File: src/rtl/input_stream_fifo.sv
// input_stream_fifo: circular-buffer input FIFO for the front of the
// non-linear approximation engine. Read/write pointers plus an occupancy
// counter, 1-cycle registered read data with a valid strobe, programmable
// almost-full/almost-empty flags, sticky overflow/underflow and a
// synchronous clear. A configurable sentinel word marks stream start; it is
// always flagged on start_o and, when DROP_START is set, not stored.
//
// Handshake: wr_en and rd_en are requests, not guaranteed transfers.
// A write is accepted when it is storable and the FIFO is not full; a read
// is accepted when the FIFO is not empty. There is no fall-through: a write
// in the same cycle never satisfies a read from empty. valid_o is high for
// exactly one cycle after each accepted read, with data_o holding that word;
// otherwise data_o keeps its last value. Rejected requests only raise the
// sticky error flags.
module input_stream_fifo #(
  parameter int                    DATA_WIDTH    = 32,
  parameter int                    ADDR_LINES    = 4,
  parameter logic [DATA_WIDTH-1:0] START_WORD    = 32'h7F90_0000,
  parameter bit                    DROP_START    = 1'b1,
  parameter int                    AFULL_THRESH  = (1 << ADDR_LINES) - 2,
  parameter int                    AEMPTY_THRESH = 2
) (
  input  logic                  clk_i,
  input  logic                  rstn_i,
  input  logic                  clr_i,
  input  logic                  wr_en,
  input  logic [DATA_WIDTH-1:0] data_i,
  input  logic                  rd_en,
  output logic [DATA_WIDTH-1:0] data_o,
  output logic                  valid_o,
  output logic                  full_o,
  output logic                  empty_o,
  output logic                  almost_full_o,
  output logic                  almost_empty_o,
  output logic [ADDR_LINES:0]   count_o,
  output logic                  start_o,
  output logic                  overflow_o,
  output logic                  underflow_o
);

  localparam int DEPTH = 1 << ADDR_LINES;
  localparam int CW    = ADDR_LINES + 1;

  localparam logic [CW-1:0] DEPTH_C  = CW'(DEPTH);
  localparam logic [CW-1:0] AFULL_C  = CW'(AFULL_THRESH);
  localparam logic [CW-1:0] AEMPTY_C = CW'(AEMPTY_THRESH);
  localparam logic [CW-1:0] ONE_C    = CW'(1);

  // Threshold ordering must leave room for both almost flags to be meaningful.
  if (AEMPTY_THRESH < 1 || AEMPTY_THRESH >= AFULL_THRESH || AFULL_THRESH > DEPTH) begin : g_param_check
    $error("input_stream_fifo: need 1 <= AEMPTY_THRESH < AFULL_THRESH <= DEPTH");
  end

  logic [DATA_WIDTH-1:0] mem [DEPTH];
  logic [ADDR_LINES-1:0] wr_ptr;
  logic [ADDR_LINES-1:0] rd_ptr;
  logic [CW-1:0]         count_q;

  logic is_start;
  logic store_req;
  logic wr_acc;
  logic rd_acc;

  // Request decode: sentinel detection, storability and acceptance.
  assign is_start  = wr_en & (data_i == START_WORD);
  assign store_req = wr_en & ~(is_start & DROP_START);
  assign wr_acc    = store_req & ~full_o;
  assign rd_acc    = rd_en & ~empty_o;

  // Status flags decode the registered count only.
  assign count_o        = count_q;
  assign full_o         = (count_q == DEPTH_C);
  assign empty_o        = (count_q == '0);
  assign almost_full_o  = (count_q >= AFULL_C);
  assign almost_empty_o = (count_q <= AEMPTY_C);

  // Storage write port; left unreset so it can map onto block RAM.
  always_ff @(posedge clk_i) begin
    if (wr_acc && !clr_i) begin
      mem[wr_ptr] <= data_i;
    end
  end

  // Pointers, occupancy, registered read port and status/error flags.
  always_ff @(posedge clk_i or negedge rstn_i) begin
    if (!rstn_i) begin
      wr_ptr      <= '0;
      rd_ptr      <= '0;
      count_q     <= '0;
      data_o      <= '0;
      valid_o     <= 1'b0;
      start_o     <= 1'b0;
      overflow_o  <= 1'b0;
      underflow_o <= 1'b0;
    end else if (clr_i) begin
      wr_ptr      <= '0;
      rd_ptr      <= '0;
      count_q     <= '0;
      data_o      <= '0;
      valid_o     <= 1'b0;
      start_o     <= 1'b0;
      overflow_o  <= 1'b0;
      underflow_o <= 1'b0;
    end else begin
      if (wr_acc) begin
        wr_ptr <= wr_ptr + 1'b1;
      end
      if (rd_acc) begin
        data_o <= mem[rd_ptr];
        rd_ptr <= rd_ptr + 1'b1;
      end
      valid_o <= rd_acc;
      case ({wr_acc, rd_acc})
        2'b10:   count_q <= count_q + ONE_C;
        2'b01:   count_q <= count_q - ONE_C;
        default: count_q <= count_q;
      endcase
      start_o <= is_start;
      if (store_req && full_o) begin
        overflow_o <= 1'b1;
      end
      if (rd_en && empty_o) begin
        underflow_o <= 1'b1;
      end
    end
  end

endmodule

File: config.mk
export PLATFORM = sky130hd
export DESIGN_NAME = input_stream_fifo
export DESIGN_NICKNAME = d
export VERILOG_FILES = /design/src/rtl/input_stream_fifo.sv
export SDC_FILE = /design/constraint.sdc
export NUM_CORES = 1
export LEC_CHECK = 0
export ABC_CLOCK_PERIOD_IN_PS = 3200
export BUFFER_PORTS_ARGS = -buffer_cell sky130_fd_sc_hd__buf_4
export CORE_MARGIN = 2
export CORE_UTILIZATION = 42
export CTS_CLUSTER_DIAMETER = 200
export CTS_CLUSTER_SIZE = 14
export DETAILED_ROUTE_END_ITERATION = 10
export MAX_ROUTING_LAYER = met4
export PLACE_DENSITY_LB_ADDON = 0.08
export RECOVER_POWER = 50
export SYNTH_ARGS = -nofsm -noshare
export SYNTH_HDL_FRONTEND = slang
export SYNTH_SLANG_ARGS = --single-unit
File: constraint.sdc
create_clock -name clk_i -period 3.2 [get_ports clk_i]
set_input_delay 0.16 -clock clk_i [delete_from_list [all_inputs] [get_ports clk_i]]
set_output_delay 0.16 -clock clk_i [all_outputs]
set_load 0.005 [all_outputs]
==> Yosys cells after proc, flatten, opt, wreduce, memory -nomap -nowiden <==
Memories as Yosys holds them, arrays and structs flattened.
Cells that the tools add are included.
Widths: inputs -> output; s select.
{ "op_classes": {"n_lt_le_gt_ge": 2, "mux": 16, "n_reduce_logical": 10, "n_addsub": 4, "n_eq_ne": 4, "bitwise": 7} }
{ "op_table": {"columns": ["operator", "n"], "rows": [
  ["$mux 32", 2],
  ["$eq 32x31->1 const B", 1],
  ["$mux 4", 4],
  ["$pmux 5 s2", 1],
  ["$add 4x1->4 const B", 2],
  ["$mux 1", 8],
  ["$reduce_bool 2->1", 4],
  ["$add 5x1->5 const B", 1],
  ["$eq 5x5->1 const B", 1],
  ["$ge 5x4->1 const B", 1],
  ["$le 5x2->1 const B", 1],
  ["$logic_not 5->1", 1],
  ["$mux 5", 1],
  ["$sub 5x1->5 const B", 1],
  ["$and 1x1->1", 4],
  ["$logic_and 1x1->1", 3],
  ["$not 1->1", 3],
  ["$reduce_bool 3->1", 1],
  ["$eq 2x1->1 const B", 1],
  ["$eq 2x2->1 const B", 1],
  ["$logic_not 1->1", 1]
]} }
{ "totals": {"out_inout_bits": 45, "mem_count": 1, "input_bits": 37, "register_bits": 49, "ram_bits": 512} }
{ "memory_table": {"columns": ["name", "depth", "word_bits", "rd", "rd_ports_with_merged_regs", "wr", "line_no", "text"], "rows": [
  ["mem", 16, 32, 1, 0, 1, "54", "logic [DATA_WIDTH-1:0] mem [DEPTH];"]
]} }

==> Longest topological paths before layout <==
Gate-level depths: netlist (run 1).
{ "depth": {"word_depth": 8, "ltp_mapped": 12, "ltp_nobuf": 11} }

==> Worst setup path before layout (run 1) <==
OpenSTA, ideal clock, no wires.
{ "synth_timing": {"kind": "reg2reg", "startpoint": "register count_q[1], in the netlist count_o[1]", "endpoint": "register count_q[4], in the netlist count_o[4]", "n_path_buf": 1, "path_stages_with_launch": 12, "t_required_ns": 3.075, "arrival_time_ns": 2.856, "path_slack_ns": 0.219, "cell_sequence": "dfrtp_1 > nor4_1 > and2b_1 > nor2b_1 > clkbuf_2 > o21ai_0 > inv_1 > fa_1 > a21o_1 > a21oi_1 > mux2i_1 > mux2_2"} }
{ "synth_between": {"elab_chain_len": 6, "word_cells_on_any_way": 13} }
{ "synth_rtl": {"columns": ["item", "line_no", "text"], "rows": [
  ["start, declared", "57", "logic [CW-1:0] count_q;"],
  ["start signal, assigned", "114", "2'b10: count_q <= count_q + ONE_C;"],
  ["start signal, assigned", "115", "2'b01: count_q <= count_q - ONE_C;"],
  ["start signal, assigned", "116", "default: count_q <= count_q;"],
  ["$logic_not 5->1 *", "73", "assign empty_o = (count_q == '0);"],
  ["named net empty_o", "32", "output logic empty_o,"],
  ["$not 1->1 *", "68", "assign rd_acc = rd_en & ~empty_o;"],
  ["$and 1x1->1 *", "68", null],
  ["$eq 2x1->1 or $eq 2x2->1 (tied branches)", "113", "case ({wr_acc, rd_acc})"],
  ["$pmux 5 s2", "113", null],
  ["$mux 5", "95", "end else if (clr_i) begin"]
]} }
Mark *: on every way through the listed nets, which the timed path passes. The rest lies on a longest branch.
A chain may end at the register's enable or synchronous reset.

==> Final worst setup path (run 1) <==
{ "layout_timing": {"startpoint": "input data_i[2]", "endpoint": "register count_q[4], in the netlist count_o[4]"} }
{ "layout_between": {"elab_chain_len": 8, "word_cells_on_any_way": 10} }
{ "layout_rtl": {"columns": ["item", "line_no", "text"], "rows": [
  ["start, declared", "27", "input logic [DATA_WIDTH-1:0] data_i,"],
  ["$eq 32x31->1 *", "65", "assign is_start = wr_en & (data_i == START_WORD);"],
  ["$and 1x1->1 *", "65", null],
  ["$not 1->1 *", "66", "assign store_req = wr_en & ~(is_start & DROP_START);"],
  ["$and 1x1->1 *", "66", null],
  ["$and 1x1->1 *", "67", "assign wr_acc = store_req & ~full_o;"],
  ["$eq 2x1->1 or $eq 2x2->1 (tied branches)", "113", null],
  ["$pmux 5 s2", "113", null],
  ["$mux 5", "95", null]
]} }
Mark *: on every way between the ends. The rest lies on a longest branch, timed or not.

==> impl_metrics.csv, run 1 <==
group,metric,value,unit
sta,post-route-period-util,0.9297,
cts,clkLatencyLatePin,580,ps
synthesis,ys_seq_area_frac,0.7704,
job,cap_violations,1,
global_route,grt_overflow,0,
critical_path,path_max_fanout,10,
final_layout,final-instance-count-excl-fill,1838,
die,die-width,230.5,um
cts,clk_pin_slew,70,ps
worst_hold_path,hp-class,"in -> reg",
power,leakagePower,8.042,nW
global_route,grt_pass1_wl,73.95,mm
cts,cts.sinks,561,
critical_path,timing.reg2reg.worst_path_depth,11,
cts,cts_buffers,46,
placement,post-dp-hpwl,27.16,mm
synthesis,yosysTopAreaCellShare,0.7135,
critical_path,r2r-end,"count_o[4]",
power,vdd_drop_max,0.4614,mV
power,power.density,696.4,nW/um^2
synthesis,netlist_area,21550,um^2
cts,cts_max_level,2,
outcome,violations,"max-capacitance violations, max-slew violations",
synthesis,synth-edff-count,512,
global_route,grt_pass1_vias,10470,
global_route,grt_use_total,0.2002,
die,ios,82,
critical_path,start_kind,"input pin",
die,die_h,230.5,um
sta,hold_viol,0,
final_layout,nets,1167,
critical_path,cp_data_arrival_time,3450,ps
critical_path,crit_type,"in -> reg",
global_route,grt_max_degree,52,
power,switching_power,4.489,mW
final_layout,final_util,0.4946,
synthesis,yosysUniqueCellTypes,43,
sta,setup_viol,0,
die,start_util,0.4226,
sta,fin_hold_ws,293.1,ps
power,seqPwrFrac,0.484,
synthesis,syn-instance-count,944,
worst_hold_path,holdPathEnd,"start_o",
routing,post_drt_wl_per_cell,27.35,um
sta,setup_tns,0,ps
synthesis,ys_async_sr_fraction,0.08734,
sta,clock.fmax,0.3361,GHz
power,p_comb_frac,0.216,
sta,drv_slew,50,
cts,cts_tree,"done",
synthesis,synth_ff_type,"edfxtp_1",
global_route,antenna_found_initial,3,
die,fp.coreArea,50990,um^2
cts,ctsRootBufferMaster,"clkbuf_16",
sta,fin_crit,2975,ps
synthesis,synth_nets,991,
worst_hold_path,hp-start,"data_i[1]",
placement,numPlacedInstances,1717,
die,fp-row-count,83,
sta,skew,16.77,ps
sta,slew_headroom,-0.1265,
routing,drtPass1Iterations,5,
placement,placed_area,23600,um^2
sta,rsz0062_at_grt,"no",
routing,routed_wl,50.27,mm
routing,drcViolationCount,0,
synthesis,ys_seq_elements,561,
placement,gp_congestion,0.7151,
worst_hold_path,holdPathStages,5,
power,power_frac_clock,0.300,
synthesis,yosys.area.top_type,"edfxtp_1",
critical_path,critPathCaptureType,"register",
critical_path,r2r-start,"count_o[1]",
outcome,status,"finished, violations left",
power,p_int,13.07,mW
placement,io_buffers,81,
critical_path,crit_required,3670,ps
routing,drtAntennaViolNets,0,
routing,num_vias,10099,
routing,drtIter0Drc,824,
routing,viasPerCell,5.495,
critical_path,r2r_setup_slack,340,ps
synthesis,synth_area_per_cell,22.83,um^2
final_layout,final_area,25220,um^2
synthesis,synth_area_leaders,"edfxtp_1 71%, mux4_2 15%, dfrtp_1 5.7%",
final_layout,drive_above_1_share,0.2958,
cts,clockBufferDepth,3,
die,die-area,53130,um^2
sta,tightest_slew,1690,ps
power,p_sw_frac,0.2556,
synthesis,yosysWarnings,0,
final_layout,area.growth.synth_to_final,17.04,%
[repair_timing]
item | in CTS | in global routing
setup buffers | 0 | 0
endpoints found under the setup margin | 0 | 1
hold endpoints to repair | 520 | 0
hold buffers | 35 | 0
resized for setup | 0 | 2
[power groups by stage]
stage          logic (mW)  clock network [mW]  registers [mW]
3_5_place_dp         3.88                   0            8.65
4_1_cts              3.93                5.44            8.49
3_3_place_gp         3.87                   0            8.64
5_1_grt              4.13                5.69            8.52
6_report             3.80                5.28            8.49
2_1_floorplan        2.52                   0            8.61
[worst max-delay path, stage by stage]
cell	delay [ps]
dlygate4sd3_1	530
clkbuf_1	170
nor4_2	450
nand4_1	270
buf_4	220
o21ai_2	250
o21ai_0	160
inv_1	90
buf_4	160
ha_1	250
a21oi_1	170
mux2i_1	210
mux2_2	340
[registers in the layout, summed over array words and instances, names as in the netlist]
register     flops
overflow_o       1
valid_o          1
rd_ptr           4
start_o          1
mem            512
underflow_o      1
count_o          5
wr_ptr           4
data_o          32
[synth_stat cells, types with 5 or more instances]
| cell | instances |
|---|---|
| a211oi_1 | 9 |
| buf_1 | 8 |
| dfrtp_1 | 49 |
| a21oi_1 | 19 |
| mux4_2 | 145 |
| clkbuf_1 | 19 |
| buf_6 | 8 |
| xor2_1 | 5 |
| nand3_1 | 6 |
| nor4_1 | 6 |
| edfxtp_1 | 512 |
| mux2i_1 | 10 |
| nor2b_1 | 11 |
| nand2_1 | 10 |
| buf_2 | 9 |
| inv_1 | 5 |
| ha_1 | 9 |
| nor2_1 | 31 |
| a22o_1 | 32 |
| mux4_1 | 6 |
[how the worst max path moves through the flow]
stage,from,endpoint,slack [ps],cells after the start
finish,data_i[2],count_o[4],220,13
global route,data_i[26],count_o[4],20,13
CTS,data_i[2],count_o[4],8,13
detailed placement,data_i[2],count_o[4],-60,12
global placement,data_i[2],count_o[4],-80,12
floorplan,count_o[1],count_o[4],220,11
[through the flow]
stage / setup slack (ps) / total power, mW
CTS: 8.407 / 17.86
floorplan: 218.9 / 11.13
global placement: -75.78 / 12.51
global route: 23.74 / 18.33
detailed placement: -61.12 / 12.53
finish: 224.8 / 17.56
[final cells by class]
class	count	area, um^2
Fill cell	4148	25770
Antenna cell	2	5.005
Tap cell	680	850.8
Timing Repair Buffer	176	1603
Clock inverter	2	25.02
Sequential cell	561	16610
Multi-Input combinational cell	330	4800
Clock buffer	82	1308
Inverter	5	18.77
[logic make-up after synthesis]
| group | count (synthesis) | synth area share |
|---|---|---|
| compound gates | 69 | 0.02340 |
| buf+inv | 53 | 0.01370 |
| fa+ha+maj | 10 | 0.006155 |
| xor+xnor | 8 | 0.003252 |
| mux | 162 | 0.1640 |
| flops | 561 | 0.7704 |
| simple gates | 81 | 0.01905 |
[metal layers]
metal  vias up  track usage  part of all wire
li1       4357            -                 -
met4         0      0.03891             0.014
met2       179       0.3148              0.49
met3        46      0.02977             0.036
met5         -            -                 0
met1      5517       0.2826              0.46
[cells in the final DEF (no fill, tap or decap), types with 11 or more instances in the layout]
master           n
nor2b_1         11
nor2_4          18
a21oi_1         19
clkbuf_4        21
dlygate4sd3_1   35
a22o_1          32
mux4_2         145
edfxtp_1       512
buf_4           76
nor2_1          13
dfrtp_1         45
buf_12          22
clkbuf_1        56
clkbuf_16       47
Note: power is estimated with default switching activity, not from simulation.
==> run 2: changes to the inputs <==
--- a/config.mk
+++ b/config.mk
@@ -7,7 +7,8 @@
 export LEC_CHECK = 0
 export ABC_CLOCK_PERIOD_IN_PS = 3200
 export BUFFER_PORTS_ARGS = -buffer_cell sky130_fd_sc_hd__buf_4
-export CORE_MARGIN = 2
+export CAP_MARGIN = 40
+export CORE_MARGIN = 1.5
 export CORE_UTILIZATION = 42
 export CTS_CLUSTER_DIAMETER = 200
 export CTS_CLUSTER_SIZE = 14
==> impl_metrics.csv, run 2 (synthesized netlist as in run 1, its figures left out) <==
group,metric,value,unit
placement,gp_congestion,0.7447,
sta,post-route-period-util,0.9267,
final_layout,area.growth.synth_to_final,17.92,%
routing,viasPerCell,5.531,
critical_path,r2r_setup_slack,230,ps
outcome,violations,"max-capacitance violations, max-slew violations",
cts,ctsRootBufferMaster,"clkbuf_16",
final_layout,antennaDiodeCount,0,
job,cap_violations,1,
final_layout,final_cell_mix,"512 x edfxtp_1, 145 x mux4_2, 73 x buf_4",
global_route,grt_use_total,0.2018,
cts,cts_max_level,2,
sta,rsz0062_at_grt,"no",
sta,drv_slew,50,
global_route,antenna_found_initial,0,
power,leakagePower,8.120,nW
critical_path,timing.reg2reg.worst_path_depth,11,
die,die-width,229.5,um
cts,cts_tree,"done",
placement,post-dp-hpwl,29.03,mm
global_route,grt_pass1_vias,10701,
sta,clock.fmax,0.3372,GHz
routing,drtAntennaViolNets,0,
routing,drcViolationCount,0,
die,ios,82,
power,vdd_drop_max,0.3421,mV
sta,setup_viol,0,
routing,num_vias,10188,
die,die_h,229.5,um
final_layout,largest_register,"mem",
die,die-area,52670,um^2
power,power_frac_clock,0.300,
worst_hold_path,hp-start,"data_i[0]",
critical_path,r2r-end,"count_o[4]",
critical_path,crit_required,3670,ps
critical_path,r2r-start,"count_o[1]",
power,power.density,696.3,nW/um^2
sta,slew_headroom,-0.06881,
critical_path,start_kind,"register",
power,switching_power,4.550,mW
placement,io_buffers,81,
critical_path,cpPeakStageDelay,410,ps
final_layout,fillerInstances,4042,
global_route,grt_max_degree,58,
cts,cts.sinks,561,
critical_path,critPathCaptureType,"register",
final_layout,nets,1182,
routing,drtPass1Iterations,5,
final_layout,largest_reg_flops,512,
sta,fin_crit,2965,ps
die,fp.coreArea,50380,um^2
sta,tightest_slew,1603,ps
cts,clkLatencyLatePin,580,ps
critical_path,cp_data_arrival_time,3440,ps
routing,routed_wl,50.32,mm
die,start_util,0.4277,
sta,hold_viol,0,
critical_path,crit_family,"simple AND/OR/NAND/NOR gates",
final_layout,final_common_cell,"edfxtp_1",
critical_path,crit_type,"reg -> reg",
critical_path,critPathSlowestCell,"dfrtp_1",
worst_hold_path,holdPathEnd,"mem[2][0]",
sta,setup_tns,0,ps
cts,clk_pin_slew,70,ps
sta,skew,21.32,ps
sta,fin_hold_ws,336.3,ps
worst_hold_path,hp-class,"in -> reg",
global_route,grt_pass1_wl,74.45,mm
cts,cts_buffers,46,
final_layout,drive_above_1_share,0.2983,
power,p_comb_frac,0.221,
outcome,status,"finished, violations left",
worst_hold_path,holdPathStages,2,
critical_path,worst-path-buf-inv,2,
critical_path,startpoint,"count_o[1]",
routing,drtIter0Drc,856,
routing,post_drt_wl_per_cell,27.32,um
power,seqPwrFrac,0.479,
cts,clockBufferDepth,3,
critical_path,path_max_fanout,7,
global_route,grt_overflow,0,
critical_path,path_cells,"nor4_4 -> and2b_1 -> nor2b_1 -> o21ai_0 -> inv_1 -> buf_4 -> fa_1 -> a21o_1 -> a21oi_1 -> mux2i_1 -> mux2_2",
power,p_sw_frac,0.2571,
power,p_int,13.14,mW
die,fp-row-count,82,
-- run 2: cell types whose count changed in the layout (fill, tap and decap cells not counted) --
cell	change
nor4_1	+1
clkbuf_4	+1
nor4_4	+1
nor4_2	-2
dlygate4sd3_1	-1
diode_2	-2
buf_12	+10
clkbuf_1	+7
buf_4	-3
-- run 2: what timing repair did --
| action | in CTS | in global routing |
|---|---|---|
| hold buffers | 34 | 0 |
| hold endpoints to repair | 503 | 0 |
| setup endpoints to repair | 0 | 1 |
| gates resized for setup | 0 | 2 |
| setup buffers | 0 | 0 |
-- run 2: power by group through the flow --
stage               logic (mW)  clock network [mW]  registers, mW
floorplan                 2.52                   0           8.61
global placement          3.97                   0           8.62
detailed placement        3.98                   0           8.63
CTS                       4.04                5.43           8.47
global route              4.25                5.66           8.51
finish                    3.91                5.30           8.48
-- run 2: layer usage --
metal | share of wire | up-vias | global-route usage | routed length [um]
li1 | - | 4382 | - | -
met1 | 0.46 | 5543 | 0.2844 | 22990
met2 | 0.48 | 210 | 0.3149 | 24400
met3 | 0.042 | 53 | 0.02851 | 2098
met4 | 0.017 | 0 | 0.04544 | 832
met5 | 0 | - | - | 0
-- run 2: worst max-delay path by stage --
stage / end / slack, ps / cells after the start
2_1_floorplan: count_o[4] / 220 / 11
3_3_place_gp: mem[6][8] / -30 / 10
3_5_place_dp: count_o[4] / 190 / 12
4_1_cts: count_o[4] / 160 / 11
5_1_grt: count_o[4] / 30 / 11
6_report: count_o[4] / 230 / 11
-- run 2: through the flow --
stage          setup WS [ps]  utilization  cell area, um^2  power, mW  instances
2_1_floorplan          218.9            -            21550      11.13        944
3_3_place_gp          -33.04       0.4728            23820      12.60       1724
3_5_place_dp           193.8       0.4732            23840      12.61       1725
4_1_cts                162.0       0.5063            25510      17.94       1842
5_1_grt                28.00       0.5044            25410      18.42       1842
6_report               234.6       0.5044            25410      17.69       1842
-- run 2: cell type report --
cell class,instances,area [um^2],share of cell area
clock inverters,2,25.02,0.0009848
well taps,672,840.8,0.03309
clock buffers,81,1304,0.05131
repair buffers,191,1808,0.07115
multi-input cells,330,4802,0.1890
inverters,5,18.77,0.0007386
flip-flops and latches,561,16610,0.6537
==> run 3: changes to the inputs <==
--- a/config.mk
+++ b/config.mk
@@ -6,13 +6,14 @@
 export NUM_CORES = 1
 export LEC_CHECK = 0
 export ABC_CLOCK_PERIOD_IN_PS = 3200
-export BUFFER_PORTS_ARGS = -buffer_cell sky130_fd_sc_hd__buf_4
 export CAP_MARGIN = 40
 export CORE_MARGIN = 1.5
 export CORE_UTILIZATION = 42
+export CTS_BUF_LIST = sky130_fd_sc_hd__clkbuf_4 sky130_fd_sc_hd__clkbuf_8
 export CTS_CLUSTER_DIAMETER = 200
 export CTS_CLUSTER_SIZE = 14
 export DETAILED_ROUTE_END_ITERATION = 10
+export DONT_BUFFER_PORTS = 1
 export MAX_ROUTING_LAYER = met4
 export PLACE_DENSITY_LB_ADDON = 0.08
 export RECOVER_POWER = 50
==> impl_metrics.csv, run 3 (synthesized netlist as in run 1, its figures left out) <==
group,metric,value,unit
routing,num_vias,9971,
die,start_util,0.4277,
cts,clockBufferDepth,3,
routing,routed_wl,51.12,mm
routing,drtIter0Drc,841,
power,leakagePower,7.647,nW
cts,ctsRootBufferMaster,"clkbuf_8",
critical_path,cp_data_arrival_time,3420,ps
sta,drv_slew,0,
critical_path,cpPeakStageDelay,420,ps
sta,slew_headroom,0.08378,
critical_path,critPathSlowestCell,"nor4_1",
power,vdd_drop_max,0.4327,mV
critical_path,path_max_fanout,4,
critical_path,crit_required,3750,ps
sta,hold_viol,0,
placement,post-dp-hpwl,28.11,mm
global_route,grt_pass1_wl,74.76,mm
die,die_h,229.5,um
die,die-area,52670,um^2
global_route,grt_use_total,0.2059,
global_route,grt_pass1_vias,10244,
placement,io_buffers,0,
critical_path,start_kind,"register",
critical_path,critPathCaptureType,"register",
job,cap_violations,0,
cts,cts_tree,"done",
routing,drtAntennaViolNets,0,
final_layout,largest_register,"mem",
final_layout,final-instance-count-excl-fill,1758,
sta,skew,33.30,ps
placement,gp_congestion,0.7263,
cts,cts.sinks,561,
final_layout,final_cell_mix,"512 x edfxtp_1, 145 x mux4_2, 47 x clkbuf_8",
cts,post_cts_buffers,0,
global_route,antenna_found_initial,4,
routing,drtPass1Iterations,5,
sta,tightest_slew,1374,ps
outcome,status,"finished clean",
sta,setup_viol,0,
final_layout,nets,1098,
cts,cts_max_level,2,
die,fp-row-count,82,
placement,numPlacedInstances,1633,
power,power.density,658.5,nW/um^2
sta,setup_tns,0,ps
die,die-width,229.5,um
global_route,grt_max_degree,46,
worst_hold_path,hp-class,"in -> reg",
sta,post-route-period-util,0.8982,
critical_path,crit_type,"reg -> reg",
final_layout,largest_reg_flops,512,
die,fp.coreArea,50380,um^2
routing,post_drt_wl_per_cell,29.08,um
final_layout,final_common_cell,"edfxtp_1",
cts,clkLatencyLatePin,650,ps
routing,drcViolationCount,0,
power,power.total,16.07,mW
sta,rsz0062_at_grt,"no",
final_layout,final_util,0.4845,
final_layout,drive_above_1_share,0.2940,
critical_path,path_cells,"nor4_1 -> and2b_1 -> nor2b_1 -> o21ai_0 -> inv_1 -> buf_4 -> fa_1 -> a21o_1 -> a21oi_1 -> mux2i_1 -> mux2_2",
sta,clock.fmax,0.3479,GHz
global_route,grt_overflow,0,
cts,clk_pin_slew,100,ps
routing,viasPerCell,5.672,
sta,fin_crit,2874,ps
final_layout,area.growth.synth_to_final,13.27,%
die,ios,82,
cts,cts_buffers,46,
## run 3: power breakdown
| part | leakage, nW | internal [mW] | switching, mW |
|---|---|---|---|
| clock | 0.497 | 1.76 | 2.33 |
| combinational | 1.88 | 1.81 | 1.64 |
| sequential | 5.27 | 8.29 | 0.235 |
## run 3: worst max-delay path: cells and delay by family, from the launching register on
kind / cells / cell delay (ps)
AND/OR/NAND/NOR: 3 / 670
multiplexers: 2 / 560
AO/OA/AOI/OAI: 3 / 460
adder cells (fa/ha/maj): 1 / 400
flip-flops: 1 / 390
buffers and inverters: 2 / 290
## run 3: timing repair
| action | 4_1_cts | 5_1_grt |
|---|---|---|
| resized for setup | 0 | 0 |
| endpoints found under the hold margin | 610 | 0 |
| hold buffers | 42 | 0 |
## run 3: layout make-up
cell class,count,area [um^2]
timing repair buffer,107,1229
multi-input combinational,330,4787
clock buffer,80,894.6
antenna,1,2.502
tap,672,840.8
sequential,561,16610
clock inverter,2,23.77
fill,4108,25970
inverter,5,18.77
## run 3: final timing paths
check                           slack (ps)    endpoint  cells past startpoint  startpoint
max in group asynchronous              700   rd_ptr[1]                      4      rstn_i
worst max register to register         330  count_o[4]                     11  count_o[1]
min in group asynchronous              910  data_o[30]                      3      rstn_i
worst min register to register         540  data_o[30]                      1  data_o[30]
worst min-delay path                   190  overflow_o                      6  data_i[12]
worst max-delay path                   330  count_o[4]                     11  count_o[1]
## run 3: per-stage QoR
stage	hold slack, ps	instance area (um^2)	worst slack (ps)
floorplan	-135.6	21550	218.9
global placement	-132.6	23070	362.8
detailed placement	-132.8	23070	363.2
CTS	143.2	24430	341.6
global route	203.6	24410	124.5
finish	190.0	24410	325.7
## run 3: per-layer routing
metal | share of wire | vias to the layer above | global-route usage
met5 | 0 | - | -
met4 | 0.016 | 0 | 0.04749
met3 | 0.046 | 55 | 0.02839
met2 | 0.49 | 218 | 0.3215
met1 | 0.45 | 5502 | 0.2899
li1 | - | 4196 | -
